### config.mk
export PLATFORM = sky130hd
export DESIGN_NAME = data_stack_ctrl
export DESIGN_NICKNAME = d
export VERILOG_FILES = /design/src/rtl/data_stack_ctrl.sv
export SDC_FILE = /design/constraint.sdc
export NUM_CORES = 1
export LEC_CHECK = 0
export BUFFER_PORTS_ARGS = -buffer_cell sky130_fd_sc_hd__buf_2
export CAP_MARGIN = 20
export CORE_UTILIZATION = 38
export DETAILED_ROUTE_END_ITERATION = 6
export PLACE_DENSITY = 0.67
export SLEW_MARGIN = 15
export SYNTH_ARGS = -nofsm -noshare
export SYNTH_HDL_FRONTEND = slang
export SYNTH_SLANG_ARGS = --single-unit
export TNS_END_PERCENT = 50
### constraint.sdc
create_clock -name clock -period 3.7 [get_ports clock]
set_clock_uncertainty 0.2 [all_clocks]
set_input_delay 0.555 -clock clock [delete_from_list [all_inputs] [get_ports clock]]
set_output_delay 0.555 -clock clock [all_outputs]
set_load 0.02 [all_outputs]
### src/rtl/data_stack_ctrl.sv
// Forth data-stack controller: TOS held in a register, deeper cells spilled to a
// fixed window of a dual-port memory with one-cycle registered read latency.
module data_stack_ctrl #(
   parameter int                    DATA_WIDTH  = 16,
   parameter int                    ADDR_WIDTH  = 16,
   parameter logic [ADDR_WIDTH-1:0] STACK_BASE  = 16'hFF00,
   parameter int                    STACK_DEPTH = 256
) (
   input  logic                                 clock,
   input  logic                                 reset,
   input  logic [2:0]                           op,
   input  logic                                 op_valid,
   output logic                                 op_ready,
   input  logic [DATA_WIDTH-1:0]                push_data,
   output logic [DATA_WIDTH-1:0]                tos,
   output logic [$clog2(STACK_DEPTH+2)-1:0]     depth,
   output logic                                 empty,
   output logic                                 full,
   output logic                                 err_underflow,
   output logic                                 err_overflow,
   output logic [DATA_WIDTH-1:0]                mem_data,
   output logic [ADDR_WIDTH-1:0]                mem_write_addr,
   output logic                                 mem_we,
   output logic [ADDR_WIDTH-1:0]                mem_read_addr,
   input  logic [DATA_WIDTH-1:0]                mem_q
);

   localparam int DW = $clog2(STACK_DEPTH + 2);

   localparam logic [2:0] OP_NOP     = 3'd0;
   localparam logic [2:0] OP_PUSH    = 3'd1;
   localparam logic [2:0] OP_DROP    = 3'd2;
   localparam logic [2:0] OP_DUP     = 3'd3;
   localparam logic [2:0] OP_SWAP    = 3'd4;
   localparam logic [2:0] OP_OVER    = 3'd5;
   localparam logic [2:0] OP_NIP     = 3'd6;
   localparam logic [2:0] OP_REPLACE = 3'd7;

   localparam logic [DW-1:0]         FULL_D = DW'(STACK_DEPTH + 1);
   localparam logic [DW-1:0]         ONE_D  = DW'(1);
   localparam logic [DW-1:0]         TWO_D  = DW'(2);
   localparam logic [ADDR_WIDTH-1:0] ONE_A  = ADDR_WIDTH'(1);
   localparam logic [ADDR_WIDTH-1:0] TWO_A  = ADDR_WIDTH'(2);

   logic                  nos_valid;
   logic                  d_ge1, d_ge2, is_full;
   logic [ADDR_WIDTH-1:0] addr_top, addr_nos;
   logic [DATA_WIDTH-1:0] nxt_t;
   logic [DW-1:0]         nxt_d;
   logic                  wr, needs_nos, set_uf, set_of;
   logic [ADDR_WIDTH-1:0] waddr;
   logic                  accept, invalidate;

   assign d_ge1    = (depth != '0);
   assign d_ge2    = (depth >= TWO_D);
   assign is_full  = (depth == FULL_D);
   assign addr_top = STACK_BASE + ADDR_WIDTH'(depth) - ONE_A;
   assign addr_nos = STACK_BASE + ADDR_WIDTH'(depth) - TWO_A;

   assign mem_read_addr = d_ge2 ? addr_nos : STACK_BASE;

   // Underflow/overflow checks come first so rejected ops never wait for NOS,
   // except OVER at full, which only reaches the full check after needs_nos.
   always_comb begin
      nxt_t     = tos;
      nxt_d     = depth;
      wr        = 1'b0;
      waddr     = addr_top;
      needs_nos = 1'b0;
      set_uf    = 1'b0;
      set_of    = 1'b0;
      case (op)
         OP_PUSH: begin
            if (is_full) set_of = 1'b1;
            else begin
               nxt_t = push_data;
               nxt_d = depth + ONE_D;
               wr    = d_ge1;
            end
         end
         OP_DROP: begin
            if (!d_ge1) set_uf = 1'b1;
            else if (d_ge2) begin
               needs_nos = 1'b1;
               nxt_t     = mem_q;
               nxt_d     = depth - ONE_D;
            end else begin
               nxt_t = '0;
               nxt_d = depth - ONE_D;
            end
         end
         OP_DUP: begin
            if (!d_ge1) set_uf = 1'b1;
            else if (is_full) set_of = 1'b1;
            else begin
               wr    = 1'b1;
               nxt_d = depth + ONE_D;
            end
         end
         OP_SWAP: begin
            if (!d_ge2) set_uf = 1'b1;
            else begin
               needs_nos = 1'b1;
               wr        = 1'b1;
               waddr     = addr_nos;
               nxt_t     = mem_q;
            end
         end
         OP_OVER: begin
            if (!d_ge2) set_uf = 1'b1;
            else begin
               needs_nos = 1'b1;
               if (is_full) set_of = 1'b1;
               else begin
                  wr    = 1'b1;
                  nxt_t = mem_q;
                  nxt_d = depth + ONE_D;
               end
            end
         end
         OP_NIP: begin
            if (!d_ge2) set_uf = 1'b1;
            else nxt_d = depth - ONE_D;
         end
         OP_REPLACE: begin
            if (!d_ge1) set_uf = 1'b1;
            else nxt_t = push_data;
         end
         default: ;
      endcase
   end

   assign op_ready       = !(needs_nos && !nos_valid);
   assign accept         = op_valid && op_ready;
   assign mem_we         = accept && wr;
   assign mem_data       = tos;
   assign mem_write_addr = waddr;
   assign invalidate     = accept && ((nxt_d != depth) || wr);

   assign empty = (depth == '0);
   assign full  = is_full;

   always_ff @(posedge clock) begin
      if (reset) begin
         tos           <= '0;
         depth         <= '0;
         nos_valid     <= 1'b0;
         err_underflow <= 1'b0;
         err_overflow  <= 1'b0;
      end else begin
         if (accept) begin
            tos   <= nxt_t;
            depth <= nxt_d;
            if (set_uf) err_underflow <= 1'b1;
            if (set_of) err_overflow  <= 1'b1;
         end
         nos_valid <= !invalidate;
      end
   end

endmodule

==> summary.txt <==
Critical path
  – Critical-path cell list: inv_1 > ha_2 > or4b_4 > a211oi_4 > inv_1 > nand2_1 > buf_4 > o21ai_0 > nand2_1 > xnor2_1 > buf_2
  – CP bufs+invs: 4
  – Crit path required time: between 2000 and 3000 ps
  – Slowest cell on crit path: or4b_4
  – Critical path launch point type: flop
  – Worst r2r dst: nos_valid
  – CP Class: reg -> out
  – Critical Path Fanout Max: 8
  – FF-to-FF path depth: 12
  – Worst path max stage delay: 550 ps
  – Worst path depth: 11
  – Arr. time, crit path: 2790 ps
  – CP top delay family: simple AND/OR/NAND/NOR gates
  – Flop2flop setup slack: 170 ps
  – Reg2reg start: depth[2]
  – Crit path capture type: primary output

Finish
  – Area Overhead vs Synth: 22.5%
  – Nets@finish: 505
  – Final instance area: 3320 µm²
  – Share of cells above drive strength 1: 33.7%
  – Fin cells: roughly 550
  – Diodes inserted: 0
  – Most common cell after layout, fill and taps aside: buf_2
  – Commonest non-fill, non-tap cells in the layout: buf_2 (116), nor2_1 (61), a21oi_1 (34), dfxtp_1 (28), nand2_1 (27)

Place
  – IO buf count: 116
  – Cell Area, Placed: approximately 3200 µm²
  – Post-DP HPWL: about 6.2 mm
  – Dpl cells: 547
  – Routability Congestion: 0.920

Floorplan
  – Core ar.: 6830 µm²
  – Chip Height: 86.5 µm
  – Row cnt: 30
  – Initial Util: between 30% and 40%
  – Die Footprint: 7470 µm²
  – Chip width: about 86 µm
  – IO Pins: 117

Global routing
  – First-pass GRT wire length: between 10 and 15 mm
  – Largest net degree at the start of global routing: 33
  – Initial antenna violation count: 0
  – Vias in the first global route: 2630
  – GRT Overall Usage: 21.6%
  – Overflow after GRT: 0

Hold path
  – Hold EP: err_overflow
  – Hold path start: err_overflow
  – WHS Path Cells: 2
  – Hold Path Class: reg -> reg

Clocking
  – TritonCTS clock tree: built
  – CTS Sinks: 28
  – Htree depth: 1
  – Clk_lat worst skew: ~280 ps
  – Clock slew at reported path FFs: approximately 100 ps
  – # hold bufs at CTS: 0
  – Root buffer cell: clkbuf_8
  – Num CTS Buffers: 3
  – Clock Path Buffers: 2

Synth
  – Synth Warn #: 0
  – Synth Flop Type: dfxtp_1
  – Cell variety after synth: 64
  – Syn_nets: 415
  – Mapped Area: 2710 µm²
  – Seq cells post-synth: 28
  – Syn_area_per_cell: 7.36 µm²
  – Post-synth EDFFs: 0
  – Post-Syn Instances: approximately 370
  – Ys async rst share: 0%
  – Post-synthesis sequential area ratio: 20.7%

Routing
  – Number of vias per cell: ~5.5
  – First drt pass iteration count: 5
  – DRC viols: 0
  – Vias after detailed routing: 3065
  – Routed wire length: 8.30 mm
  – Wire per inst: 15.0 µm
  – Iter 0 DRT Violations: 206
  – Antenna Nets Post-Route: 0

Power
  – Pwr dens: 511 nW/µm²
  – Pleak: ~1.5 nW
  – Peak VDD IR: 0.266 mV

Outcome
  – Outcome: finished clean

Flow run
  – Maxcap violations: 0

STA
  – Final hold violations: 0
  – Pins Over Slew Limit: 0
  – Fin crit period: 3540 ps
  – # setup viols final: 0
  – Worst-Margin Slew: ~790 ps
  – Max-slew headroom: 47.5%
  – Tcrit/Tclk final: 95.7%
  – FMAX: 0.282 GHz
cell usage after synthesis (all sizes together), types with 4 or more instances:
master / instances / share of area [%]
buf: 35 / 9.4
xnor2: 10 / 3.2
o22ai: 4 / 0.92
o21ai: 14 / 2.6
nand2: 27 / 3.7
ha: 9 / 4.2
o21a: 9 / 2.5
nand2b: 4 / 0.92
dfxtp: 28 / 21
a211oi: 6 / 2.1
a21oi: 34 / 6.3
clkbuf: 12 / 1.7
a31oi: 5 / 1.2
o31ai: 5 / 1.4
nor3: 7 / 1.3
inv: 11 / 1.5
a22oi: 21 / 5.8
nand3: 6 / 1.1
a2111oi: 4 / 2.7
nor2: 61 / 8.4
registers in the layout, indices dropped and copies added (netlist names):
name           cells
mem_data          16
nos_valid          1
err_underflow      1
depth              9
err_overflow       1
where the power goes:
part	switching [mW]	internal (mW)	total [mW]	leakage, nW
clock	0.101	0.145	0.246	0.0357
combinational	0.695	0.397	1.09	1.27
sequential	0.0269	0.331	0.358	0.228
total	0.823	0.873	1.70	1.54
routing by layer:
layer | GRT usage (%) | wire, µm | part of all wire, % | up-vias
met5 | 0 | 0 | 0 | -
met4 | 5.45 | 103 | 1.2 | 0
met3 | 4.00 | 610 | 7.3 | 11
met2 | 35.4 | 3830 | 46 | 155
met1 | 29.2 | 3760 | 45 | 1394
li1 | - | - | - | 1505
per-stage QoR:
stage / setup TNS (ps) / total power, mW / setup slack, ps / hold WS (ps) / utilization (%)
after CTS: 0 / 1.68 / 58.7 / 286 / 48.3
final: 0 / 1.70 / 160 / 286 / 48.6
after global placement: 0 / 1.43 / 260 / 250 / 47.2
after detailed placement: 0 / 1.43 / 142 / 257 / 47.2
after global routing: -24.1 / 1.81 / -12.2 / 312 / 48.6
after floorplan: 0 / 1.15 / 49.6 / 370 / -
worst register-to-register path: stages (launching register included):
cell and delay, ps:
dfxtp_1 320, inv_1 130, ha_2 250, or4b_4 550
a211oi_4 200, inv_1 150, ha_1 320, o31ai_1 250
a21oi_1 120, a2111oi_1 360, o41ai_1 140, a311oi_1 270
a41o_1 190
logic make-up after synthesis:
| kind of cell | synth area share (%) |
|---|---|
| XOR/XNOR | 3.88 |
| flip-flops | 20.7 |
| AND/OR/NAND/NOR | 21.4 |
| multiplexers | 1.11 |
| adder cells (fa/ha/maj) | 4.16 |
| AO/OA/AOI/OAI | 35.7 |
| buffers and inverters | 13.1 |
final cells by class:
| class | count | area (µm²) |
|---|---|---|
| clock buffers | 3 | 41.3 |
| clock inverters | 1 | 30.0 |
| fillers | 717 | 3510 |
| inverters | 12 | 45.0 |
| multi-input cells | 280 | 1820 |
| flip-flops and latches | 28 | 561 |
| well taps | 96 | 120 |
| repair buffers | 133 | 708 |
worst max path at each step:
stage              from                  to
6_report       depth[2]   mem_write_addr[4]
4_1_cts        depth[2]   mem_write_addr[7]
3_5_place_dp   depth[2]           nos_valid
3_3_place_gp   depth[2]           nos_valid
5_1_grt        depth[2]           nos_valid
2_1_floorplan  depth[2]  mem_write_addr[12]
repair_timing:
item,4_1_cts,5_1_grt
setup buffers,0,2
gates resized for setup,0,3
setup endpoints to repair,0,10
No activity file was read; power rests on OpenSTA's default activity.
